==> config.mk <==
export PLATFORM = sky130hd
export DESIGN_NAME = icb_slv_test_regfile
export DESIGN_NICKNAME = d
export VERILOG_FILES = /design/src/rtl/icb_slv_test_pkg.sv /design/src/rtl/icb_slv_test_regfile.sv
export SDC_FILE = /design/constraint.sdc
export NUM_CORES = 1
export LEC_CHECK = 0
export BUFFER_PORTS_ARGS = -buffer_cell sky130_fd_sc_hd__buf_2
export CORE_ASPECT_RATIO = 0.7
export CORE_MARGIN = 1.5
export CORE_UTILIZATION = 65
export DETAILED_ROUTE_END_ITERATION = 10
export PLACE_DENSITY = 0.94
export SLEW_MARGIN = 0
export SYNTH_ARGS = -nofsm -noshare
export SYNTH_HDL_FRONTEND = slang
export SYNTH_SLANG_ARGS = --single-unit
==> constraint.sdc <==
create_clock -name hfclk -period 5.3 [get_ports hfclk]
set_input_delay 0.265 -clock hfclk [delete_from_list [all_inputs] [get_ports hfclk]]
set_output_delay 0.265 -clock hfclk [all_outputs]
set_load 0.02 [all_outputs]
==> src/rtl/icb_slv_test_pkg.sv <==
// Shared constants for the ICB bring-up test slave.
package icb_slv_test_pkg;

    localparam logic [31:0] ID_VALUE_DEF = 32'h4D56_5530;
    localparam int          NUM_SCR      = 6;

    localparam logic [4:0] SCR0_OFS = 5'h00;
    localparam logic [4:0] SCR1_OFS = 5'h04;
    localparam logic [4:0] SCR2_OFS = 5'h08;
    localparam logic [4:0] SCR3_OFS = 5'h0C;
    localparam logic [4:0] SCR4_OFS = 5'h10;
    localparam logic [4:0] SCR5_OFS = 5'h14;
    localparam logic [4:0] ID_OFS   = 5'h18;
    localparam logic [4:0] WCNT_OFS = 5'h1C;

    // Word index of a byte offset inside the 32-byte register window.
    function automatic logic [2:0] word_idx(input logic [4:0] ofs);
        return ofs[4:2];
    endfunction

endpackage

==> src/rtl/icb_slv_test_regfile.sv <==
// Register array for the test slave: six byte-maskable scratch words,
// a constant ID word and a counter of accepted in-window writes.
module icb_slv_test_regfile
    import icb_slv_test_pkg::*;
#(
    parameter logic [31:0] ID_VALUE = ID_VALUE_DEF
) (
    input  logic        hfclk,
    input  logic        rst_n,
    input  logic        bus_rst_n,
    input  logic        we_i,
    input  logic [2:0]  idx_i,
    input  logic [31:0] wdata_i,
    input  logic [3:0]  wmask_i,
    output logic [31:0] rdata_o
);

    logic [31:0] scr_q [NUM_SCR];
    logic [31:0] scr_d [NUM_SCR];
    logic [31:0] wcnt_q;
    logic [31:0] wcnt_d;

    // Next-state: byte-masked scratch update; every in-window write counts,
    // including writes to the read-only words and writes with an empty mask.
    always_comb begin
        scr_d  = scr_q;
        wcnt_d = wcnt_q;
        if (we_i) begin
            wcnt_d = wcnt_q + 32'd1;
            for (int i = 0; i < NUM_SCR; i++) begin
                if (idx_i == 3'(i)) begin
                    for (int b = 0; b < 4; b++) begin
                        if (wmask_i[b]) begin
                            scr_d[i][8*b +: 8] = wdata_i[8*b +: 8];
                        end
                    end
                end
            end
        end
    end

    // Register state; the soft reset acts like the hard one at the clock edge.
    always_ff @(posedge hfclk or negedge rst_n) begin
        if (!rst_n) begin
            for (int i = 0; i < NUM_SCR; i++) scr_q[i] <= '0;
            wcnt_q <= '0;
        end else if (!bus_rst_n) begin
            for (int i = 0; i < NUM_SCR; i++) scr_q[i] <= '0;
            wcnt_q <= '0;
        end else begin
            scr_q  <= scr_d;
            wcnt_q <= wcnt_d;
        end
    end

    // Read mux over the current register values.
    always_comb begin
        rdata_o = '0;
        if (idx_i == word_idx(ID_OFS)) begin
            rdata_o = ID_VALUE;
        end else if (idx_i == word_idx(WCNT_OFS)) begin
            rdata_o = wcnt_q;
        end else begin
            for (int i = 0; i < NUM_SCR; i++) begin
                if (idx_i == 3'(i)) rdata_o = scr_q[i];
            end
        end
    end

endmodule

==> results of run 1 <==
[final timing paths]
| path | from | end | slack [ns] | depth (start not counted) |
|---|---|---|---|---|
| max | idx_i[0] | rdata_o[9] | 2.52 | 7 |
| min | wdata_i[6] | scr_q[38] | 0.1 | 3 |
| max reg2reg | wcnt_q[8] | wcnt_q[31] | 2.66 | 5 |
| min reg2reg | scr_q[120] | scr_q[120] | 0.48 | 2 |
| max in group asynchronous | rst_n | scr_q[73] | 3.45 | 3 |
| min in group asynchronous | rst_n | scr_q[163] | 0.48 | 2 |
[synth_stat cells, types with 11 or more instances]
cell type	n	area, um2
o21ai_0	161	805.8
o22ai_1	12	75.07
and2_1	51	319.1
a21oi_1	31	155.2
a22oi_1	16	120.1
mux4_2	18	405.4
dfrtp_1	224	5605
clkbuf_1	59	221.5
xor2_1	11	96.34
a21boi_1	18	135.1
inv_1	20	75.07
nor2_1	23	86.33
o211ai_1	15	112.6
mux2i_1	34	340.3
nand2_1	235	882.1
nand3_1	13	65.06
mux2_2	68	765.7
[what timing repair did]
item / 4_1_cts / 5_1_grt
hold buffers: 1 / 0
hold endpoints to repair: 133 / 0
buffers inserted: 0 / 0
[metrics by stage]
stage | instances | hold WS, ns | cell area (um2)
finish | 1361 | 0.09926 | 11980
global route | 1361 | 0.1158 | 11980
CTS | 1361 | 0.09656 | 11980
detailed placement | 1324 | 0.4577 | 11250
global placement | 1324 | 0.4480 | 11250
floorplan | 1085 | -0.03059 | 10790
[layout make-up]
type,instances,area (um2)
flip-flops and latches,224,5605
fillers,1143,4322
repair buffers,82,450.4
multi-input cells,774,4848
inverters,20,75.07
clock buffers,29,605.6
clock inverters,7,110.1
well taps,225,281.5
[metal layers]
layer	part of all wire, %	vias to the layer above
met5	0	-
met4	2.9	0
met3	8.5	76
met2	46	488
met1	42	4236
li1	-	3848
[power breakdown]
| group | internal, W | leakage [nW] | switching (W) | total [W] |
|---|---|---|---|---|
| clock | 0.000942 | 0.356 | 0.000645 | 0.00159 |
| sequential | 0.00184 | 2.94 | 0.0000759 | 0.00191 |
| combinational | 0.000187 | 2.27 | 0.000317 | 0.000505 |
| total | 0.00296 | 5.57 | 0.00104 | 0.00400 |
[tightest hold or removal path: stages]
cell and delay, ns:
buf_2 0.10, nand2_1 0.11, o21ai_0 0.08
[registers in the layout (all words and copies together), names as in the netlist]
register / count
scr_q: 192
wcnt_q: 32
[cell families after synthesis]
| group | count (synthesis) | synth area share [%] |
|---|---|---|
| AO/OA/AOI/OAI | 261 | 13.62 |
| XOR/XNOR | 20 | 1.623 |
| adder cells (fa/ha/maj) | 1 | 0.1159 |
| buffers and inverters | 87 | 3.130 |
| flip-flops | 224 | 51.94 |
| multiplexers | 120 | 14.01 |
| AND/OR/NAND/NOR | 372 | 15.56 |
==> results list, run 1 <==
- Status: finished, final reports clean
* Number of H-tree levels: 1
- Final routed DRC violation total: 0
- Most Frequent Cell on Critical Path: buf_4
* RSZ-0062 raised after global routing: no
- Worst Setup Slack post-DPL: between 2 and 2.5 ns
- Grt met2 use: 51.03%
- The number of nets handed over by synthesis was ~1,100.
- CP peak stage delay: between 0.5 and 0.6 ns
- Total power for the finished layout comes to ~0.004 W.
- For this design, the slowest cell found on the critical path is buf_4.
* Flip-flop and latch count after synthesis: roughly 220
- Buffer depth of the longest clock path: 3
* Root buffer cell: clkbuf_16
- Vias after detailed routing: 8,648
- Ys async rst share: 100.0%
* GR met3 Demand/Resource: 5.942%
- The congestion estimate from routability-driven global placement came to between 0.8 and 0.9.
- For this run, the register share of the synthesized area comes to 51.94%.
- Post-Syn Area per Cell: slightly below 10 um2
- Peak supply drop: between 200 and 300 uV
* Highest attainable clock frequency: between 300 and 400 MHz
- After synthesis the cells add up to roughly 11,000 um2.
- Count of nets after finishing: 1,167
* Height of the chip: about 110 um
- CTS clk-pin slew, worst paths: 0.06 ns
* Most used flip-flop cell after synthesis: dfrtp_1
- Wires add up to about 28,000 um.
- STA classifies the critical path endpoint as an output pin.
- Leaving out fill and tap cells, the most frequent cells in the layout are 235 x nand2_1, 224 x dfrtp_1, 161 x o21ai_0.
- The analysis attributes to cell leakage a power of roughly 5.6 nW.
* Clock latency at the later pin of the worst-skew pair: about 0.50 ns
- Global routing's busiest layer: met2
- Entering global routing, the biggest net connects roughly 140 pins.
- CTS tree: yes
- The kind of cell with the highest combined delay along the critical path is buffers and inverters.
- Crit path arrival time: approximately 2.5 ns
- Cts repair resizes: 0
- Number of global-route vias before repair: roughly 8,400
- For the worst setup path, the data required time is 5.04 ns.
- In this run the worst path has a maximum fanout of 50.
- The critical path is of the in -> out type.
* IO Count: 75
- Starting density of the core: between 60% and 70%
- Fraction of layout instances using a drive strength above 1: between 10% and 20%
- Maximum clock skew at final layout: 0.01285 ns
- Initial antenna violation count: 0
* Final Util: ~73%
- The min-delay analysis places its worst path in the category in -> reg.
- Residual antenna-violating net count after detailed routing: 0
* Worst slew pin tran: 1.259 ns
* Final antenna diode count: 0
- Drt first-iter violations: ~970
* Cells traversed along the worst timing path: buf_4 -> buf_4 -> mux2i_1 -> o21ai_0 -> a222oi_1 -> a21oi_1 -> buf_2
* Share of the clock period used by the worst path after layout: approximately 52%
- Aggregate negative setup slack: 0 ns
- Fin crit period: about 2.8 ns
- Row count: 39
* Setup slack of the critical path after layout: 2.523 ns
* Floorplan core area: approximately 16,000 um2
- Total global routing track utilization: between 30% and 40%
- In this run the power density over the cells is roughly 330 nW/um2.
* Number of different library cells in the post-synthesis netlist: 40
- Slew margin rel.: 15.87%
- Horizontal extent of the die: ~160 um
- The clock net in this run drives a total of 224 sinks.
- # setup viols final: 0
* Avg Vias per Cell: roughly 6.4
- Max-slew violation count: 0
- WP buf/inv: 3
- Area enclosed by the die boundary: roughly 17,000 um2
* Count of synthesis-stage warnings from yosys: 0
* Global-route track usage on met1: 47.33%
- First-pass iteration count of the detailed router: 5
* Critical Path Start Type: primary input
- Final HPWL DP: ~18,000 um
* Wire per inst: 20.35 um
- Global-route wire length before repair: between 40,000 and 50,000 um
- Compared with the post-synthesis result, the final layout area differs by 10.98%.
- The cell count after synthesis came out at 1,085.
* Post-synth EDFFs: 0
- Final Hold Fails: 0
- Total global routing overflow: 0
- In this run, CTS created clock tree buffers numbering 21.
* Most common cell after layout, fill and taps aside: nand2_1
- The tool flagged a number of max-cap violations equal to 0.
- Number of buffer cells added on primary ports: 74
(Power assumes the default switching activity.)
==> run 2, diff against run 1 <==
--- a/config.mk
+++ b/config.mk
@@ -8,9 +8,9 @@
 export BUFFER_PORTS_ARGS = -buffer_cell sky130_fd_sc_hd__buf_2
 export CORE_ASPECT_RATIO = 0.7
 export CORE_MARGIN = 1.5
-export CORE_UTILIZATION = 65
+export CORE_UTILIZATION = 55
 export DETAILED_ROUTE_END_ITERATION = 10
-export PLACE_DENSITY = 0.94
+export PLACE_DENSITY = 0.86
 export SLEW_MARGIN = 0
 export SYNTH_ARGS = -nofsm -noshare
 export SYNTH_HDL_FRONTEND = slang
==> constraint.sdc (replaced) <==
create_clock -name hfclk -period 2.3 [get_ports hfclk]
set_input_delay 0.115 -clock hfclk [delete_from_list [all_inputs] [get_ports hfclk]]
set_output_delay 0.115 -clock hfclk [all_outputs]
set_load 0.02 [all_outputs]
==> results list, run 2 (synthesized netlist as in run 1, its figures left out) <==
* Fin crit period: 2.174 ns
- Startpoint of the most critical setup path: wcnt_q[10]
- Floorplan core area: 19,080 um2 (+17%)
- Endpoint class of the critical path: register
* Reg-to-reg startpoint: wcnt_q[10]
- The reg-to-reg setup timing slack was 0.13 ns (-2.53 ns).
- Instance area after placement: 11,520 um2 (+2.4%)
- Total global routing overflow: 0 (unchanged)
- The final instance area came to 12,610 um2 (+5.3%).
* Wire per inst: 19.22 um (-5.6%)
* RSZ-0062 raised after global routing: no
- Final HPWL DP: 17,740 um (+1.1%)
- Final Routed Wirelength: 28,020 um (+1.2%)
- The fraction of final layout cells with drive strength greater than 1 is 19.18% (+1.4 points).
- Final antenna diode count: 0 (unchanged)
- Share of the clock period used by the worst path after layout: between 90% and 100%
- The sink count of the clock tree was 224 (unchanged).
- The number of instances on the worst hold path was 3 (unchanged).
* Number of global-route vias before repair: 8,496 (+1.1%)
- The initial antenna violation count was 0 (unchanged).
- Maximum fanout encountered on the critical timing path: 7 (-86%)
* CTS clk-pin slew, worst paths: 0.07 ns (about the same)
- Maximum clock skew at final layout: 0.01531 ns (+0.002462 ns)
* Largest regs: scr_q x192, wcnt_q x32
- Global placer's final weighted congestion: 0.8687 (+0.35%)
- The die outline width is 170.4 um (+8.5%).
- Leakage power: 5.848 nW (+5.0%)
- The startpoint identified for the worst hold timing path is we_i.
- Number of CTS-inserted buffers: 22 (+4.8%)
* CP top delay family: simple AND/OR/NAND/NOR gates
* Most Frequent Cell on Critical Path: nand2_1
- The worst-margin pin slew came to 1.291 ns (+0.03189 ns).
* Vias after detailed routing: 8,580 (-0.79%)
- Derived from the worst setup path, the maximum achievable clock frequency is 460.0 MHz.
- The flip-flop count of the largest register, all copies and words added is 192 (unchanged).
* Post-Layout Cell Count: 1,458 (+7.1%)
* Root buffer cell: clkbuf_16
- First-pass iteration count of the detailed router: 5 (unchanged)
- Maximum number of pins on one net before global-route repair: 127 (-6.6%)
* Avg Vias per Cell: 5.885 (-7.4%)
* Final Hold Fails: 0 (unchanged)
- The library cells used most frequently in the layout, excluding fill and tap cells, are 235 x nand2_1, 224 x dfrtp_1, 161 x o21ai_0.
- Critical Setup Path Class: reg -> reg
- Area enclosed by the die boundary: 20,480 um2 (+18%)
* Terminating pin of the worst hold path: wcnt_q[1]
- Crit path arrival time: 2.62 ns (+0.11 ns)
* Most common cell after layout, fill and taps aside: nand2_1
- Cell Pwr Density: 743.3 nW/um2 (+120%)
- Number of H-tree levels: 1 (unchanged)
- # Max-Cap Violations: 0 (unchanged)
* Biggest register: scr_q
- Clock latency at the later pin of the worst-skew pair: 0.51 ns (about the same)
- The slowest stage of the critical path is the or4_1 cell.
- Height of the chip: 120.2 um (+8.5%)
- The endpoint required time on the critical path is 2.74 ns (-2.30 ns).
- Aggregate negative setup slack: 0 ns (unchanged)
- The global-route wire length before repair came to 45,240 um (+1.8%).
- The min-delay analysis places its worst path in the category in -> reg.
* WP buf/inv: 0 (-3)
- The post-placement cell count was 1,387 (+4.8%).
- The worst reg2reg path depth was 5 (unchanged).
* Number of buffer cells added on primary ports: 74 (unchanged)
- Setup Fix Bufs, Post-CTS: 0 (unchanged)
* IO Count: 75 (unchanged)
* Buffer depth of the longest clock path: 3 (unchanged)
* Slew margin rel.: 13.74% (-2.1 points)
* Count of nets after finishing: 1,224 (+4.9%)
- The remaining number of nets flagged by the antenna check after routing is 0 (unchanged).
- Cells traversed along the worst timing path: and4_1 -> nand2_1 -> or4_1 -> or4b_1 -> nand2_1
- Drt first-iter violations: 797 (-18%)
* CTS tree: yes
- CP peak stage delay: 0.62 ns (+0.07 ns)
* Area delta synth->final: 16.82%
* Starting density of the core: 56.57% (-9.6 points)
- The all-layer global routing usage is 28.38% (-4.5 points).
* Critical Path Start Type: register
- Max-slew violation count: 0 (unchanged)
- The number of setup violations in the final report is 0 (unchanged).
- Final-layout worst hold slack: 0.06236 ns (-0.03690 ns)
- FILL cells: 1,376 (+20%)
- Status: finished, final reports clean
- Peak supply drop: 640.3 uV (+140%)
- The worst register-to-register path ends at wcnt_q[28].
- The number of cell rows is 42 (+7.7%).
- Final routed DRC violation total: 0 (unchanged)
==> run 2: changes by cell type in the layout (fill, tap and decap cells not counted), sizes merged <==
cell         before  now
buf              81  105
clkbuf           29   33
clkinv            4    3
dlygate4sd3       1   33
bufinv            3    2
==> run 2: stage by stage <==
stage               utilization, %  total power (W)  setup WS (ns)
floorplan                        -         0.005171         0.1068
detailed placement           60.38         0.005635         0.1891
global route                 66.09         0.009718        0.02105
global placement             60.38         0.005580         0.2058
finish                       66.09         0.009371         0.1260
CTS                          66.03         0.009396        0.08254
==> run 2: worst max path at each step <==
| stage | cells after the start | endpoint |
|---|---|---|
| 3_3_place_gp | 5 | wcnt_q[28] |
| 2_1_floorplan | 7 | wcnt_q[28] |
| 6_report | 5 | wcnt_q[28] |
| 3_5_place_dp | 5 | wcnt_q[28] |
| 4_1_cts | 6 | wcnt_q[31] |
| 5_1_grt | 5 | wcnt_q[28] |
==> run 2: per-layer routing <==
metal	vias up	part of all wire, %	wire length [um]	GRT usage, %
li1	3949	-	-	-
met1	4209	44	12190	41.62
met2	367	46	12840	43.83
met3	55	8.4	2349	4.877
met4	0	2.3	639	8.020
met5	-	0	0	0
==> run 2: cell type report <==
type                            count  area (um2)  share of cell area, %
Clock buffer                       33       673.1                  5.339
Clock inverter                      5       75.07                 0.5955
Inverter                           20       75.07                 0.5955
Multi-Input combinational cell    774        4860                  38.55
Sequential cell                   224        5605                  44.46
Tap cell                          264       330.3                  2.620
Timing Repair Buffer              138       988.4                  7.840
==> run 2: repair_timing <==
item                                   CTS  global route
endpoints found under the hold margin  193             0
setup endpoints to repair                0             2
gates resized for setup                  0             2
hold buffers                            33             0
==> run 2: worst reg2reg max path: cells and delay by family (launching register included) <==
| family | cells | cell delay, ns |
|---|---|---|
| flops | 1 | 0.43 |
| simple gates | 5 | 1.68 |
==> run 2: report_power, final <==
group          leakage (nW)  switching [W]  total, W  internal (W)
Sequential             2.94       0.000158   0.00439       0.00423
Combinational          2.54       0.000749   0.00124      0.000495
Clock                 0.371        0.00150   0.00374       0.00224
Total                  5.85        0.00241   0.00937       0.00696
==> run 3, diff against run 2 <==
--- a/config.mk
+++ b/config.mk
@@ -7,7 +7,7 @@
 export LEC_CHECK = 0
 export BUFFER_PORTS_ARGS = -buffer_cell sky130_fd_sc_hd__buf_2
 export CORE_ASPECT_RATIO = 0.7
-export CORE_MARGIN = 1.5
+export CORE_MARGIN = 1
 export CORE_UTILIZATION = 55
 export DETAILED_ROUTE_END_ITERATION = 10
 export PLACE_DENSITY = 0.86
==> results list, run 3 (synthesized netlist as in run 1, its figures left out) <==
- The routed wirelength normalized by instance count was 19.43 um (+1.1%).
- Area enclosed by the die boundary: 20,190 um2 (-1.4%)
- Root buffer cell: clkbuf_16
* Worst slew pin tran: 1.295 ns (+0.004084 ns)
* Terminating pin of the worst hold path: wcnt_q[1]
- First-pass iteration count of the detailed router: 5 (unchanged)
- The die outline height is 119.2 um (-0.83%).
- Largest regs: scr_q x192, wcnt_q x32
* Worst flop-to-flop path endpoint: wcnt_q[28]
* Residual antenna-violating net count after detailed routing: 0 (unchanged)
- Total global routing overflow: 0 (unchanged)
- STA classifies the critical path startpoint as a register.
- The post-CTS repair timing setup buffer count is 0 (unchanged).
* Maximum fanout encountered on the critical timing path: 7 (unchanged)
- Share of the clock period used by the worst path after layout: 94.02% (-0.50 points)
* Total design power: 0.009461 W (+0.97%)
- Leakage power: 5.880 nW (+0.55%)
* Biggest register: scr_q
- The final estimated routing congestion in global placement came to 0.9104 (+4.8%).
- The final hold violation count was 0 (unchanged).
- Floorplan core area: 19,080 um2 (unchanged)
- The area growth from synthesis to layout is 17.38%.
- The clock latency reported for the late side of the worst-skew pair came to 0.51 ns (about the same).
- Total global routing track utilization: 29.22% (+0.85 points)
- Sequential cell area: 5605 um2 (unchanged)
- The via count of the first global-routing pass came to 8,770 (+3.2%).
- The number of pins with negative max-slew slack in the final report was 0 (unchanged).
- Status: finished, final reports clean
- The sink count of the clock tree was 224 (unchanged).
* Vias after detailed routing: 8,739 (+1.9%)
- The min-delay analysis places its worst path in the category in -> reg.
- Most used cells in the layout excluding fill and tap cells: 235 x nand2_1, 224 x dfrtp_1, 161 x o21ai_0
* Slew margin rel.: 13.47% (-0.27 points)
- Global-route wire length before repair: 46,340 um (+2.4%)
* Startpoint of the most critical setup path: wcnt_q[8]
- Leaving out fill and tap cells, the most frequent cell in the layout is nand2_1.
- The initial antenna violation count came to 1 (+1).
- Starting density of the core: 56.57% (unchanged)
- The number of hold-repair buffers added at the cts stage is 33 (unchanged).
* Launch point of the worst hold path: we_i
* IO Count: 75 (unchanged)
- The footprint of the multi-input gates was 4848 um2 (-0.23%).
- The fill cell instance count of the final layout was 1,396 (+1.5%).
- The iteration-0 DRC count of the detailed router is 956 (+20%).
- The final net count is 1,230 (+0.49%).
- Horizontal extent of the die: 169.4 um (-0.59%)
* Cell Pwr Density: 746.9 nW/um2 (+0.49%)
- Number of H-tree levels: 1 (unchanged)
* Final Util: 66.40% (+0.31 points)
- Maximum number of pins on one net before global-route repair: 127 (unchanged)
- Peak supply drop: 638.7 uV (-0.25%)
* Fraction of layout instances using a drive strength above 1: 19.23% (+0.055 points)
* Buffer depth of the longest clock path: 3 (unchanged)
- The critical path is of the reg -> reg type.
* Required arrival time at the worst endpoint: 2.74 ns (about the same)
- STA classifies the critical path endpoint as a register.
* CTS tree: yes
- The worst register-to-register path begins at wcnt_q[8].
- Maximum clock skew at final layout: 0.007544 ns (-0.007769 ns)
* Number of buffer cells added on primary ports: 74 (unchanged)
* # setup viols final: 0 (unchanged)
- The final wirelength came to 28,510 um (+1.7%).
* Min-Delay Path Depth: 4 (+1)
- Final-layout worst hold slack: 0.1534 ns (+0.09106 ns)
- Highest attainable clock frequency: 462.4 MHz (+0.53%)
* Cts repair resizes: 0 (unchanged)
* Row count: 42 (unchanged)
- The data arrival at the endpoint of the critical path is 2.60 ns (-0.02 ns).
* Final routed DRC violation total: 0 (unchanged)
- Aggregate negative setup slack: 0 ns (unchanged)
- Number of CTS-inserted buffers: 22 (unchanged)
* Slack of the worst reg-to-reg path: 0.14 ns (about the same)
- Final HPWL DP: 18,210 um (+2.6%)
* # Max-Cap Violations: 0 (unchanged)
- Largest register FFs: 192 (unchanged)
* Avg Vias per Cell: 5.957 (+1.2%)
* Depth of the worst register-to-register path: 5 (unchanged)
* Fin crit period: 2.163 ns (-0.01146 ns)
- RSZ-0062 raised after global routing: no
* CTS clk-pin slew, worst paths: 0.07 ns (about the same)
[run 3: changes by cell type in the layout (fill, tap and decap cells not counted), moves of 2 or more]
cell / previous run / this run
diode_2: 0 / 2
clkbuf_8: 6 / 4
clkbuf_1: 4 / 7
buf_4: 31 / 36
[run 3: layout make-up]
type / instances / area share [%]
flip-flops and latches: 224 / 44.25
clock inverters: 5 / 0.7902
diodes: 2 / 0.03951
multi-input cells: 774 / 38.28
well taps: 264 / 2.608
repair buffers: 144 / 8.258
clock buffers: 34 / 5.186
inverters: 20 / 0.5927
[run 3: how the worst max path moves through the flow]
| stage | end | slack (ns) | cells past startpoint |
|---|---|---|---|
| after global routing | wcnt_q[28] | 0.05 | 5 |
| after global placement | wcnt_q[28] | 0.22 | 5 |
| after floorplan | wcnt_q[28] | 0.11 | 7 |
| after CTS | wcnt_q[28] | 0.15 | 5 |
| final | wcnt_q[28] | 0.14 | 5 |
| after detailed placement | scr_q[113] | 0.21 | 6 |
[run 3: metal layers]
layer  up-vias  GRT usage, %  part of all wire (%)
li1       3968             -                     -
met3        48         4.553                   7.8
met5         -             0                     0
met4         0         6.813                   1.9
met1      4335         42.32                    43
met2       388         46.58                    47
[run 3: through the flow]
stage               instance area (um2)  instances  setup WS (ns)
global placement                  11570       1393         0.2244
CTS                               12660       1465         0.1461
detailed placement                11570       1393         0.2064
floorplan                         10790       1085         0.1068
finish                            12670       1467         0.1374
global route                      12660       1466        0.04510
[run 3: worst max-delay path: stages (launching register included)]
cell     delay [ns]
dfrtp_1        0.41
nand4_1        0.10
or3_1          0.36
or4_1          0.64
or4b_1         0.50
nand2_1        0.08
[run 3: report_power, final]
group	switching, W	total, W	internal [W]
combinational	0.000758	0.00126	0.000504
clock	0.00151	0.00381	0.00230
sequential	0.000163	0.00439	0.00423
total	0.00243	0.00946	0.00703
